[src/rtl/svo_tmds_dec_if.sv]
// svo_tmds_dec_if: lane bundle between an IDES10 deserialiser and svo_tmds_dec.
// master = decoder side (takes the symbol, drives decoded outputs and bitslip).
// slave  = environment side (drives the symbol, observes decoded outputs).
// Extra disparity signals exist only when SVO_TMDS_DEC_DISP_EN is defined.
interface svo_tmds_dec_if;
   logic [9:0] sym_in;
   logic       de;
   logic [1:0] ctrl;
   logic [7:0] dout;
   logic       bitslip;
   logic       aligned;
`ifdef SVO_TMDS_DEC_DISP_EN
   logic        disp_err;
   logic [15:0] err_cnt;

   modport master (input sym_in, output de, output ctrl, output dout,
                   output bitslip, output aligned, output disp_err, output err_cnt);
   modport slave  (output sym_in, input de, input ctrl, input dout,
                   input bitslip, input aligned, input disp_err, input err_cnt);
`else
   modport master (input sym_in, output de, output ctrl, output dout,
                   output bitslip, output aligned);
   modport slave  (output sym_in, input de, input ctrl, input dout,
                   input bitslip, input aligned);
`endif
endinterface

[src/rtl/svo_tmds_dec.sv]
// svo_tmds_dec: decodes one deskewed TMDS lane (10-bit symbols, bit0 first on wire)
// into DE / {C1,C0} / pixel byte with one register stage, and runs a word-alignment
// FSM that pulses bitslip to the IDES10 until a run of identical control tokens
// is seen. Define SVO_TMDS_DEC_DISP_EN to add the running-disparity checker
// (disp_err pulse and saturating err_cnt).
module svo_tmds_dec #(
   parameter int CTRL_RUN   = 16,
   parameter int SEARCH_TMO = 2048,
   parameter int SLIP_WAIT  = 8,
   parameter int LOSS_TMO   = 4096
) (
   input  logic           clk_pixel,
   input  logic           reset,
   svo_tmds_dec_if.master lane
);
   localparam int RW = $clog2(CTRL_RUN) + 1;
   localparam int TW = $clog2(SEARCH_TMO) + 1;
   localparam int WW = $clog2(SLIP_WAIT) + 1;
   localparam int LW = $clog2(LOSS_TMO) + 1;

   localparam logic [RW-1:0] RUN_MAX   = RW'(CTRL_RUN);
   localparam logic [TW-1:0] TMO_LAST  = TW'(SEARCH_TMO - 1);
   localparam logic [WW-1:0] WAIT_LAST = WW'(SLIP_WAIT - 1);
   localparam logic [LW-1:0] LOSS_LAST = LW'(LOSS_TMO - 1);

   localparam logic [9:0] TOK0 = 10'b1101010100;
   localparam logic [9:0] TOK1 = 10'b0010101011;
   localparam logic [9:0] TOK2 = 10'b0101010100;
   localparam logic [9:0] TOK3 = 10'b1010101011;

   localparam logic [1:0] ST_SEARCH = 2'd0, ST_SLIP = 2'd1, ST_WAIT = 2'd2, ST_LOCKED = 2'd3;

   // Undo the transition-minimising XOR/XNOR chain and optional inversion.
   function automatic logic [7:0] tmds_data(input logic [9:0] s);
      logic [7:0] d;
      logic [7:0] q;
      d    = s[9] ? ~s[7:0] : s[7:0];
      q[0] = d[0];
      for (int i = 1; i < 8; i++)
         q[i] = s[8] ? (d[i] ^ d[i-1]) : ~(d[i] ^ d[i-1]);
      return q;
   endfunction

   logic          is_tok;
   logic [1:0]    tok_code;
   logic [9:0]    prev_sym;
   logic [RW-1:0] run_cnt;
   logic          run_hit;
   logic [1:0]    state, state_nxt;
   logic [TW-1:0] tmo_cnt;
   logic [WW-1:0] wait_cnt;
   logic [LW-1:0] loss_cnt;
   logic          de_p1, bitslip_p1, aligned_p1;
   logic [1:0]    ctrl_p1;
   logic [7:0]    dout_p1;

   assign run_hit = (run_cnt == RUN_MAX);

   // Classify the incoming symbol as one of the four control tokens or data.
   always_comb begin
      is_tok   = 1'b1;
      tok_code = 2'b00;
      case (lane.sym_in)
         TOK0:    tok_code = 2'b00;
         TOK1:    tok_code = 2'b01;
         TOK2:    tok_code = 2'b10;
         TOK3:    tok_code = 2'b11;
         default: is_tok = 1'b0;
      endcase
   end

   // ---- stage p1: decoded outputs, registered once from sym_in ----
   // Decode register; ctrl keeps its last token value through data periods.
   always_ff @(posedge clk_pixel) begin
      if (reset) begin
         de_p1   <= 1'b0;
         ctrl_p1 <= 2'b00;
         dout_p1 <= 8'h00;
      end else if (is_tok) begin
         de_p1   <= 1'b0;
         ctrl_p1 <= tok_code;
         dout_p1 <= 8'h00;
      end else begin
         de_p1   <= 1'b1;
         dout_p1 <= tmds_data(lane.sym_in);
      end
   end

   // Length of the current run of identical control tokens, saturating; held at 0 while settling.
   always_ff @(posedge clk_pixel) begin
      if (reset) begin
         prev_sym <= '0;
         run_cnt  <= '0;
      end else begin
         prev_sym <= lane.sym_in;
         if (state == ST_WAIT)
            run_cnt <= '0;
         else if (is_tok && (lane.sym_in == prev_sym)) begin
            if (run_cnt != RUN_MAX)
               run_cnt <= run_cnt + 1'b1;
         end else if (is_tok)
            run_cnt <= RW'(1);
         else
            run_cnt <= '0;
      end
   end

   // Alignment FSM next state; a run hit in SEARCH wins over the slip timeout.
   always_comb begin
      state_nxt = state;
      case (state)
         ST_SEARCH: if (run_hit) state_nxt = ST_LOCKED;
                    else if (tmo_cnt == TMO_LAST) state_nxt = ST_SLIP;
         ST_SLIP:   state_nxt = ST_WAIT;
         ST_WAIT:   if (wait_cnt == WAIT_LAST) state_nxt = ST_SEARCH;
         ST_LOCKED: if (!run_hit && (loss_cnt == LOSS_LAST)) state_nxt = ST_SEARCH;
         default:   state_nxt = ST_SEARCH;
      endcase
   end

   // FSM state, per-state counters (cleared whenever the state changes) and registered status.
   always_ff @(posedge clk_pixel) begin
      if (reset) begin
         state      <= ST_SEARCH;
         tmo_cnt    <= '0;
         wait_cnt   <= '0;
         loss_cnt   <= '0;
         bitslip_p1 <= 1'b0;
         aligned_p1 <= 1'b0;
      end else begin
         state      <= state_nxt;
         bitslip_p1 <= (state_nxt == ST_SLIP);
         aligned_p1 <= (state_nxt == ST_LOCKED);
         tmo_cnt    <= (state == ST_SEARCH && state_nxt == ST_SEARCH) ? tmo_cnt + 1'b1 : '0;
         wait_cnt   <= (state == ST_WAIT && state_nxt == ST_WAIT) ? wait_cnt + 1'b1 : '0;
         if (state == ST_LOCKED && state_nxt == ST_LOCKED)
            loss_cnt <= run_hit ? '0 : loss_cnt + 1'b1;
         else
            loss_cnt <= '0;
      end
   end

   assign lane.de      = de_p1;
   assign lane.ctrl    = ctrl_p1;
   assign lane.dout    = dout_p1;
   assign lane.bitslip = bitslip_p1;
   assign lane.aligned = aligned_p1;

`ifdef SVO_TMDS_DEC_DISP_EN
   // Ones minus zeros over all ten bits of a symbol.
   function automatic logic signed [7:0] sym_balance(input logic [9:0] s);
      logic signed [7:0] acc;
      acc = -8'sd10;
      for (int i = 0; i < 10; i++)
         if (s[i]) acc = acc + 8'sd2;
      return acc;
   endfunction

   logic signed [7:0] disp_p1;
   logic signed [7:0] disp_sum;
   logic              disp_bad;
   logic              disp_err_p1;
   logic [15:0]       err_cnt_p1;

   // Candidate running disparity and the out-of-range test for data symbols.
   always_comb begin
      disp_sum = disp_p1 + sym_balance(lane.sym_in);
      disp_bad = !is_tok && ((disp_sum > 8'sd16) || (disp_sum < -8'sd16));
   end

   // ---- stage p1: disparity error pulse aligned with dout ----
   // Running disparity (restarted by tokens and after each error) and the aligned-only error count.
   always_ff @(posedge clk_pixel) begin
      if (reset) begin
         disp_p1     <= '0;
         disp_err_p1 <= 1'b0;
         err_cnt_p1  <= '0;
      end else begin
         disp_p1     <= (is_tok || disp_bad) ? 8'sd0 : disp_sum;
         disp_err_p1 <= disp_bad;
         if (state == ST_LOCKED && state_nxt == ST_SEARCH)
            err_cnt_p1 <= '0;
         else if (disp_bad && aligned_p1 && (err_cnt_p1 != 16'hFFFF))
            err_cnt_p1 <= err_cnt_p1 + 16'd1;
      end
   end

   assign lane.disp_err = disp_err_p1;
   assign lane.err_cnt  = err_cnt_p1;
`endif
endmodule
[src/flat_wrapper.sv]
// flat-port wrapper written by rule: the top's interface ports become plain ports
module svo_tmds_dec_flat 
#(
   parameter int CTRL_RUN   = 16,
   parameter int SEARCH_TMO = 2048,
   parameter int SLIP_WAIT  = 8,
   parameter int LOSS_TMO   = 4096
)
  (clk_pixel, reset, lane_sym_in, lane_de, lane_ctrl, lane_dout, lane_bitslip, lane_aligned);
  svo_tmds_dec_if lane_i ();
  input  logic clk_pixel;
  input  logic reset;
  input wire logic [$bits(lane_i.sym_in)-1:0] lane_sym_in;
  output wire logic [$bits(lane_i.de)-1:0] lane_de;
  output wire logic [$bits(lane_i.ctrl)-1:0] lane_ctrl;
  output wire logic [$bits(lane_i.dout)-1:0] lane_dout;
  output wire logic [$bits(lane_i.bitslip)-1:0] lane_bitslip;
  output wire logic [$bits(lane_i.aligned)-1:0] lane_aligned;
  assign lane_i.sym_in = lane_sym_in;
  assign lane_de = lane_i.de;
  assign lane_ctrl = lane_i.ctrl;
  assign lane_dout = lane_i.dout;
  assign lane_bitslip = lane_i.bitslip;
  assign lane_aligned = lane_i.aligned;
  svo_tmds_dec #(.CTRL_RUN(CTRL_RUN), .SEARCH_TMO(SEARCH_TMO), .SLIP_WAIT(SLIP_WAIT), .LOSS_TMO(LOSS_TMO)) u_core (.clk_pixel(clk_pixel), .reset(reset), .lane(lane_i));
endmodule
[config.mk]
export PLATFORM = sky130hd
export DESIGN_NAME = svo_tmds_dec_flat
export DESIGN_NICKNAME = d
export VERILOG_FILES = /design/src/rtl/svo_tmds_dec_if.sv /design/src/rtl/svo_tmds_dec.sv /design/src/flat_wrapper.sv
export SDC_FILE = /design/constraint.sdc
export NUM_CORES = 1
export LEC_CHECK = 0
export BUFFER_PORTS_ARGS = -buffer_cell sky130_fd_sc_hd__buf_2
export CELL_PAD_IN_SITES_DETAIL_PLACEMENT = 1
export CELL_PAD_IN_SITES_GLOBAL_PLACEMENT = 2
export CORE_UTILIZATION = 33
export CTS_CLUSTER_SIZE = 16
export DETAILED_ROUTE_END_ITERATION = 8
export MAX_ROUTING_LAYER = met4
export PLACE_DENSITY_LB_ADDON = 0.1
export SETUP_SLACK_MARGIN = 0.4
export SLEW_MARGIN = 20
export SYNTH_ARGS = -nofsm -noshare
export SYNTH_HDL_FRONTEND = slang
export SYNTH_SLANG_ARGS = --single-unit
export TNS_END_PERCENT = 100
[constraint.sdc]
create_clock -name clk_pixel -period 1.7 [get_ports clk_pixel]
set_clock_uncertainty 0.1 [all_clocks]
set_input_delay 0.085 -clock clk_pixel [delete_from_list [all_inputs] [get_ports clk_pixel]]
set_output_delay 0.085 -clock clk_pixel [all_outputs]
set_load 0.03 [all_outputs]
==> results.md, run 1 <==
- Distinct cells, synth: 37
- Max Clk Rate: 0.626 GHz
- Initial Util: 0.341
- MaxCap Viol Count: 0
- Die area: 7850 um^2
- Final ANT Viol Nets: 0
- Post-DP HPWL: 3780 um
- Worst slew margin: 0.786
- Post-synth EDFFs: 0
- Largest cells by area after synthesis: dfxtp_1, xnor2_1, nor2_1
- H-tree depth: 3
- Total gr overflow: 0
- Mapped Avg Cell Area: 9.48 um^2
- Overall global routing resource usage: 0.168
- Routed WL per cell: 12.7 um
- Data required, critical path: 1.87 ns
- Startpoint type of the worst setup path: flip-flop
- CP Class: reg2reg
- Layout cells sized above 1: 0.406
- Post-layout util: 0.490
- Final worst-path cycle share: 0.940
- Place WS: -0.0916 ns
- Sw Pwr: 708 uW
- Horiz. Die Dim: 88.6 um
- Metal3 WL: 154 um
- Clock power share: 0.407
- Die Ht: 88.6 um
- Mapped Nets: 284
- Seq pwr share: 0.497
- Power Density: 813 nW/um^2
- Root buffer cell: clkbuf_8
- Largest net degree at the start of global routing: 17
- Uppermost layer routed: met4
- Non-Filler Instances: 444
- Row Count: 31
- Mapped cell area: 2470 um^2
- RePlAce Congestion: 0.723
- Drt first pass iters: 3
- Flops & latches, synth: 59
- Vias: 2013
- Setup-failing EPs final: 0
- Int Power: 2.18 mW
- # DRC: 0
- TritonCTS Sinks: 59
- # port buffers: 24
- Final hold viol count: 0
- Vias in the first global route: 2039
- Status: completed
- Logic pwr share: 0.097
- # IOs: 25
- Routed wl met2: 2770 um
- Max Slew Vio Count: 0
- Most common cell after layout, fill and taps aside: dfxtp_1
- Power after layout: 2.89 mW
- Seq/Total Area, Yosys: 0.477
- Clock latency at the later pin of the worst-skew pair: 0.34 ns
- First-pass GRT wire length: 9430 um
- Type of the worst min-delay path: in2reg
- Post-synthesis instance total: 261
- CTS tree: yes
- YS warnings: 0
- Crit. End Element: flip-flop
- Slew of the pin with the lowest slew margin: 0.319 ns
- Core Area: 7250 um^2
- Layout area overhead: 43.7%
- PnR worst setup slack: 0.102 ns
- Pleak: 1.36 nW
- Most frequent cells in the layout: dfxtp_1, nor2_1, buf_4
- Yosys top cell area share: 0.477
- Detailed-route wire length: 5650 um
- Critical Path AT: 1.76 ns
- RSZ-0062 raised after global routing: yes
- Sw frac: 0.245
- Crit-path max FO: 6
- Clk buf depth: 2
- Inst Count DP: 404
- Vias per cell: 4.53
- Min Tclk post-route: 1.60 ns
- Num CTS Buffers: 9
- Layout Nets: 364
- Iter 0 DRT Violations: 30
- Top_reg_cell synth: dfxtp_1
- R2r setup slk: 0.10 ns
- Wire length on met1: 2640 um
- Initial antenna violation count: 0
- N_diodes: 0
- Max IR drop VDD: 0.000310 V
- Worst-path clk slew: 0.06 ns
- Asr flop ratio synth: 0
- Post-synth top area cell: dfxtp_1
==> per-stage QoR <==
step           cell area [um^2]  TNS, ns  hold WS (ns)
2_1_floorplan              2540        0        0.0566
3_3_place_gp               2930   -0.200         0.287
3_5_place_dp               2930   -0.899         0.293
4_1_cts                    3420        0       0.00662
5_1_grt                    3560        0        0.0130
6_report                   3560        0        0.0124
==> Yosys cell counts (2+ instances only) <==
| cell type | count |
|---|---|
| dfxtp_1 | 59 |
| nor2_1 | 49 |
| xnor2_1 | 30 |
| xor2_1 | 17 |
| inv_1 | 16 |
| nand3_1 | 13 |
| ha_1 | 11 |
| nor3_1 | 11 |
| nand2_1 | 8 |
| nand4_1 | 5 |
| nor4_1 | 5 |
| nor2b_1 | 4 |
| and4b_1 | 3 |
| nand3b_1 | 3 |
| a21oi_1 | 2 |
| and3_1 | 2 |
| buf_4 | 2 |
| or2_1 | 2 |
==> sequential cells by signal (all words and copies together) (netlist names) <==
name,cells
u_core.loss_cnt,13
u_core.tmo_cnt,12
u_core.prev_sym,10
u_core.lane.dout,8
u_core.run_cnt,5
u_core.wait_cnt,4
u_core.lane.ctrl,2
u_core.state,2
u_core.lane.aligned,1
u_core.lane.bitslip,1
u_core.lane.de,1
==> worst max-delay path, stage by stage, from the launching register on <==
cell and delay (ns):
dfxtp_2 0.33, inv_2 0.03, ha_2 0.16, nor4bb_4 0.14, buf_4 0.16, or2_4 0.25, or2_4 0.27, nor2_1 0.10
==> power groups by stage <==
stage	combinational [mW]	clock [mW]	sequential, mW
4_1_cts	0.270	1.21	1.44
3_5_place_dp	0.229	0	1.47
6_report	0.279	1.18	1.44
2_1_floorplan	0.102	0	1.51
3_3_place_gp	0.227	0	1.47
5_1_grt	0.310	1.30	1.44
==> metal layers <==
layer  vias up  global-route usage
li1       1027                   -
met1       958               0.198
met2        21               0.268
met3         7              0.0504
met4         0              0.0660
met5         -                   -
==> worst paths after layout <==
path                      startpoint                   to  cells after the start
setup reg to reg   u_core.run_cnt[1]   u_core.loss_cnt[1]                      7
setup / recovery   u_core.run_cnt[1]   u_core.loss_cnt[1]                      7
hold reg to reg   u_core.wait_cnt[0]   u_core.wait_cnt[0]                      1
hold / removal        lane_sym_in[0]  u_core.lane.dout[0]                      3
==> cell families after synthesis <==
family | Yosys count | share of synthesized area
buf+inv | 20 | 0.0339
simple gates | 114 | 0.234
flops | 59 | 0.477
mux | 2 | 0.00859
xor+xnor | 47 | 0.166
compound gates | 8 | 0.0243
fa+ha+maj | 11 | 0.0556
==> cell type report <==
| type | instances | area, um^2 |
|---|---|---|
| tap | 99 | 124 |
| clock buffer | 13 | 169 |
| clock inverter | 2 | 10.0 |
| timing repair buffer | 71 | 512 |
| fill | 846 | 3700 |
| multi-input combinational | 184 | 1480 |
| inverter | 16 | 60.1 |
| sequential | 59 | 1200 |
==> timing repair <==
| item | CTS | global route |
|---|---|---|
| pin swaps | 16 | 10 |
| hold buffers | 11 | 0 |
| endpoints found under the hold margin | 13 | 0 |
| resized for setup | 31 | 24 |
| buffers inserted | 6 | 6 |
| gates cloned | 2 | 0 |
| setup endpoints to repair | 38 | 38 |
No activity file was read; power rests on OpenSTA's default activity.
==> run 2: changes to the inputs <==
--- a/config.mk
+++ b/config.mk
@@ -11,6 +11,7 @@
 export CORE_UTILIZATION = 33
 export CTS_CLUSTER_SIZE = 16
 export DETAILED_ROUTE_END_ITERATION = 8
+export GPL_TIMING_DRIVEN = 0
 export MAX_ROUTING_LAYER = met4
 export PLACE_DENSITY_LB_ADDON = 0.1
 export SETUP_SLACK_MARGIN = 0.4
==> run 2 against run 1 <==
Compared with the run above: combinational power is essentially flat; non-clock buffer count down 4; first-iteration DRC count down 3.3%; power is 7.8% higher; hold slack better by 0.00099 ns; core utilization increased by 1.3 points; largest power group unchanged.
==> results.md, run 2 (synthesis results as in run 1) <==
- Reg2Reg Depth: 8 (+1)
- Vias in the first global route: 2115 (+3.7%)
- Overall global routing resource usage: 0.178 (+0.00996)
- GR Layer Usage met2: 0.300 (+0.0322)
- Final ANT Viol Nets: 0 (unchanged)
- Total gr overflow: 0 (unchanged)
- Max IR drop VDD: 0.000380 V (+23%)
- Setup-failing EPs final: 0 (unchanged)
- Final hold viol count: 0 (unchanged)
- Final worst hold slack: 0.0134 ns (+0.000993 ns)
- Worst slew margin: 0.655 (-0.130)
- Largest net degree at the start of global routing: 11 (-6)
- Startpoint type of the worst setup path: flip-flop
- Detailed-route wire length: 5740 um (+1.7%)
- Vias: 2007 (-0.30%)
- Power after layout: 3.12 mW (+7.8%)
- Die area: 7850 um^2 (unchanged)
- Layout Nets: 359 (-1.4%)
- Data required, critical path: 1.87 ns (about the same)
- Finished Cell Area: 3650 um^2 (+2.7%)
- # IOs: 25 (unchanged)
- Num CTS Buffers: 9 (unchanged)
- Met3 Resource Use GR: 0.0588 (+0.00840)
- Routed WL per cell: 13.1 um (+2.8%)
- Post-DP HPWL: 3500 um (-7.5%)
- Biggest regs: u_core.loss_cnt x13, u_core.tmo_cnt x12, u_core.prev_sym x10
- Min Tclk post-route: 1.66 ns (+0.0616 ns)
- Horiz. Die Dim: 88.6 um (unchanged)
- RSZ-0062 raised after global routing: yes
- Setup crit start: u_core.run_cnt[1]
- N_diodes: 0 (unchanged)
- Gr busiest metal: met2
- Vias per cell: 4.57 (+0.84%)
- Root buffer cell: clkbuf_8
- Most frequent cells in the layout: dfxtp_1, xnor2_1, nor2_1
- Layout area overhead: 47.6%
- Most common cell after layout, fill and taps aside: dfxtp_1
- Max Slew Vio Count: 0 (unchanged)
- Status: completed
- Initial Util: 0.341 (unchanged)
- CTS tree: yes
- Slew of the pin with the lowest slew margin: 0.517 ns (+0.198 ns)
- Clock latency at the later pin of the worst-skew pair: 0.33 ns (about the same)
- Post-placement cell area: 2780 um^2 (-5.3%)
- Core Area: 7250 um^2 (unchanged)
- GR met1 Demand/Resource: 0.201 (+0.00356)
- Crit. End Element: flip-flop
- Iter 0 DRT Violations: 29 (-3.3%)
- RePlAce Congestion: 0.692 (-4.3%)
- H-tree depth: 3 (unchanged)
- Number of flip-flops in the largest register: 13 (unchanged)
- # port buffers: 23 (-4.2%)
- MaxCap Viol Count: 0 (unchanged)
- R2r setup slk: 0.04 ns (-0.06 ns)
- Worst R2R Start: u_core.run_cnt[1]
- TritonCTS Sinks: 59 (unchanged)
- Largest reg by FF count: u_core.loss_cnt
- First-pass GRT wire length: 10200 um (+7.8%)
- CP Class: reg2reg
- Initial antenna violation count: 0 (unchanged)
- Final worst-path cycle share: 0.976 (+0.0362)
- Type of the worst min-delay path: in2reg
- Clk buf depth: 2 (unchanged)
- Max Clk Rate: 0.603 GHz (-3.7%)
- Fill count: 839 (-0.83%)
- Post-layout util: 0.504 (+0.0131)
- Die Ht: 88.6 um (unchanged)
- Critical Path AT: 1.83 ns (+0.07 ns)
- Power Density: 854 nW/um^2 (+5.0%)
- Worst-path clk slew: 0.07 ns (about the same)
- Layout cells sized above 1: 0.385 (-0.0205)
- Drt first pass iters: 4 (+1)
- Crit path capture: u_core.loss_cnt[8]
- # DRC: 0 (unchanged)
- Worst flop-to-flop path endpoint: u_core.loss_cnt[8]
- Row Count: 31 (unchanged)
- Crit-path max FO: 5 (-1)
- Pleak: 1.36 nW (+0.30%)
[run 2: cell count changes in the layout (fill, tap and decap cells not counted), sizes merged]
cell         before  now
clkbuf           13   12
bufinv            0    2
clkinv            2    0
clkinvlp          0    2
buf              60   52
or2               4    3
dlygate4sd3      11   14
[run 2: worst min-delay path by stage]
| stage | end | start | cells after the start |
|---|---|---|---|
| floorplan | u_core.prev_sym[6] | reset | 1 |
| global placement | u_core.prev_sym[9] | reset | 2 |
| detailed placement | u_core.prev_sym[9] | reset | 2 |
| CTS | u_core.lane.ctrl[1] | lane_sym_in[9] | 3 |
| global route | u_core.lane.ctrl[1] | lane_sym_in[9] | 3 |
| finish | u_core.lane.dout[1] | lane_sym_in[8] | 3 |
[run 2: per-layer routing]
| metal | up-vias | part of all wire |
|---|---|---|
| met2 | 21 | 0.52 |
| met4 | 0 | 0.013 |
| met3 | 6 | 0.024 |
| li1 | 1011 | - |
| met5 | - | 0 |
| met1 | 969 | 0.45 |
[run 2: where the power goes]
group | switching [mW] | total [mW] | internal (mW)
clock network | 0.545 | 1.40 | 0.858
registers | 0.0196 | 1.44 | 1.42
logic | 0.157 | 0.277 | 0.121
[run 2: stage by stage]
stage | setup TNS [ns] | setup slack, ns | instances
after floorplan | 0 | 0.0826 | 261
after global placement | -3.38 | -0.264 | 383
after detailed placement | -3.36 | -0.266 | 383
after CTS | 0 | 0.0641 | 435
after global routing | -0.160 | -0.0222 | 439
final | 0 | 0.0405 | 439
[run 2: area by class of cell]
class | instances | area [um^2] | share of cell area
repair buffers | 63 | 473 | 0.129
well taps | 99 | 124 | 0.0339
clock buffers | 11 | 141 | 0.0387
clock inverters | 4 | 75.1 | 0.0206
plain buffers | 4 | 30.0 | 0.00822
inverters | 16 | 60.1 | 0.0164
flip-flops and latches | 59 | 1210 | 0.331
multi-input cells | 183 | 1540 | 0.422
[run 2: critical path: stages, from the launching register on]
cell and delay, ns:
dfxtp_2 0.33, inv_2 0.05, ha_4 0.14, nor4bb_4 0.14, buf_4 0.15, or2_4 0.23
or2_4 0.25, buf_6 0.14, nor2_2 0.08
[run 2: what timing repair did]
item,4_1_cts,5_1_grt
setup buffers,21,4
cloned,2,0
pin swaps,20,10
endpoints found under the hold margin,15,0
hold buffers,14,0
gates resized for setup,39,34
endpoints found under the setup margin,39,38
==> run 3: changes to the inputs <==
--- a/config.mk
+++ b/config.mk
@@ -12,7 +12,6 @@
 export CTS_CLUSTER_SIZE = 16
 export DETAILED_ROUTE_END_ITERATION = 8
 export GPL_TIMING_DRIVEN = 0
-export MAX_ROUTING_LAYER = met4
 export PLACE_DENSITY_LB_ADDON = 0.1
 export SETUP_SLACK_MARGIN = 0.4
 export SLEW_MARGIN = 20
==> run 3 against run 2 <==
Compared with the run above: count of clock-buffer cells in the layout did not move; combinational power about the same; first-iteration DRC count is 3.4% lower; largest cell class unchanged.
==> results.md, run 3 (synthesis results as in run 1) <==
- Status: completed
- Num CTS Buffers: 9 (unchanged)
- N_diodes: 0 (unchanged)
- Iter 0 DRT Violations: 28 (-3.4%)
- CTS tree: yes
- RePlAce Congestion: 0.685 (-1.0%)
- Pleak: 1.36 nW (unchanged)
- Type of the worst min-delay path: in2reg
- Overall global routing resource usage: 0.172 (-0.00540)
- Clk buf depth: 2 (unchanged)
- Post-placement cell area: 2780 um^2 (unchanged)
- Final worst hold slack: 0.0134 ns (-0.0000544 ns)
- H-tree depth: 3 (unchanged)
- # port buffers: 23 (unchanged)
- Layout area overhead: 47.6% (unchanged)
- Crit-path max FO: 5 (unchanged)
- Post-layout util: 0.504 (unchanged)
- R2r setup slk: 0.04 ns (about the same)
- Most common cell after layout, fill and taps aside: dfxtp_1
- Layout Nets: 359 (unchanged)
- Max Slew Vio Count: 0 (unchanged)
- Initial antenna violation count: 0 (unchanged)
- Final hold viol count: 0 (unchanged)
- Biggest regs: u_core.loss_cnt x13, u_core.tmo_cnt x12, u_core.prev_sym x10
- Largest net degree at the start of global routing: 11 (unchanged)
- CP Class: reg2reg
- Worst R2R Start: u_core.run_cnt[1]
- Crit. End Element: flip-flop
- Layout cells sized above 1: 0.385 (unchanged)
- Most frequent cells in the layout: dfxtp_1, xnor2_1, nor2_1
- Setup-failing EPs final: 0 (unchanged)
- Worst path most repeated cell: or2_4
- # IOs: 25 (unchanged)
- Detailed-route wire length: 5740 um (about the same)
- Max IR drop VDD: 0.000380 V (about the same)
- Core Area: 7250 um^2 (unchanged)
- Total gr overflow: 0 (unchanged)
- Vias per cell: 4.57 (about the same)
- Setup TNS: 0 ns (unchanged)
- Final ANT Viol Nets: 0 (unchanged)
- Inst Count DP: 383 (unchanged)
- Hold endpoint: u_core.lane.dout[1]
- Finished Cell Area: 3650 um^2 (unchanged)
- Slowest cell delay on critical path: 0.33 ns (about the same)
- Hold Startpoint: lane_sym_in[8]
- Root buffer cell: clkbuf_8
- Worst flop-to-flop path endpoint: u_core.loss_cnt[8]
- Die Ht: 88.6 um (unchanged)
- Routed WL per cell: 13.1 um (about the same)
- RSZ-0062 raised after global routing: yes
- Non-Filler Instances: 439 (unchanged)
- Fill count: 839 (unchanged)
- Worst slew margin: 0.655 (about the same)
- Post-DP HPWL: 3500 um (unchanged)
- Hold path cells: 3 (unchanged)
- Number of flip-flops in the largest register: 13 (unchanged)
- Setup crit start: u_core.run_cnt[1]
- MaxCap Viol Count: 0 (unchanged)
- Min Tclk post-route: 1.66 ns (-0.000146 ns)
- # DRC: 0 (unchanged)
- First-pass GRT wire length: 10200 um (about the same)
- Startpoint type of the worst setup path: flip-flop
- Worst-path clk slew: 0.07 ns (about the same)
- Final worst-path cycle share: 0.976 (about the same)
- Reg2Reg Depth: 8 (unchanged)
- Drt first pass iters: 4 (unchanged)
- Die area: 7850 um^2 (unchanged)
- Horiz. Die Dim: 88.6 um (unchanged)
- TritonCTS Sinks: 59 (unchanged)
- Slew of the pin with the lowest slew margin: 0.517 ns (+0.00000793 ns)
- Row Count: 31 (unchanged)
- Crit-path slowest cell: dfxtp_2
- Max Clk Rate: 0.603 GHz (about the same)
- Vias in the first global route: 2113 (-0.095%)
- Critical Path AT: 1.83 ns (about the same)
- Vias: 2005 (-0.10%)
- Largest reg by FF count: u_core.loss_cnt
- Clock latency at the later pin of the worst-skew pair: 0.33 ns (about the same)
- Crit-path cells: inv_2 > ha_4 > nor4bb_4 > buf_4 > or2_4 > or2_4 > buf_6 > nor2_2
- Power Density: 854 nW/um^2 (unchanged)
- Data required, critical path: 1.87 ns (about the same)
- Initial Util: 0.341 (unchanged)
run 3: cell counts in the layout (fill, tap and decap cells not counted):
No cell type changed its count.
run 3: how the worst max path moves through the flow:
stage                                      to  slack [ns]  cells past startpoint
final                      u_core.loss_cnt[8]        0.04                      8
after global placement        u_core.state[0]       -0.26                      5
after floorplan           u_core.loss_cnt[11]        0.08                      8
after detailed placement   u_core.loss_cnt[9]       -0.27                      6
after global routing       u_core.loss_cnt[7]       -0.02                      8
after CTS                 u_core.loss_cnt[11]        0.06                      8
run 3: layer usage:
layer,GRT usage,vias up,wire [um]
li1,-,1010,-
met1,0.201,968,2560
met2,0.300,21,2960
met3,0.0588,6,142
met4,0.0484,0,74
met5,0,-,0
run 3: area by class of cell:
class / count / area (um^2) / share of cell area
clock buffer: 11 / 141 / 0.0387
clock inverter: 4 / 75.1 / 0.0206
timing repair buffer: 63 / 473 / 0.129
inverter: 16 / 60.1 / 0.0164
multi-input combinational: 183 / 1540 / 0.422
sequential: 59 / 1210 / 0.331
buffer: 4 / 30.0 / 0.00822
tap: 99 / 124 / 0.0339
run 3: timing repair:
action | in CTS | in global routing
gates resized for setup | 39 | 34
endpoints found under the hold margin | 15 | 0
hold buffers | 14 | 0
setup endpoints to repair | 39 | 38
setup buffers | 21 | 4
pin swaps | 20 | 10
gates cloned | 2 | 0
run 3: per-stage QoR:
| stage | power, mW | setup WS [ns] |
|---|---|---|
| 6_report | 3.12 | 0.0406 |
| 5_1_grt | 3.27 | -0.0222 |
| 4_1_cts | 3.16 | 0.0641 |
| 3_5_place_dp | 1.69 | -0.266 |
| 3_3_place_gp | 1.69 | -0.264 |
| 2_1_floorplan | 1.61 | 0.0826 |
run 3: worst max-delay path: cells and delay by family (launching register included):
kind / cells / cell delay (ns)
adder cells (fa/ha/maj): 1 / 0.14
buffers and inverters: 3 / 0.34
flip-flops: 1 / 0.33
AND/OR/NAND/NOR: 4 / 0.70
run 3: power breakdown:
part	total [mW]	internal (mW)	switching, mW
Combinational	0.277	0.121	0.157
Sequential	1.44	1.42	0.0196
Clock	1.40	0.858	0.544
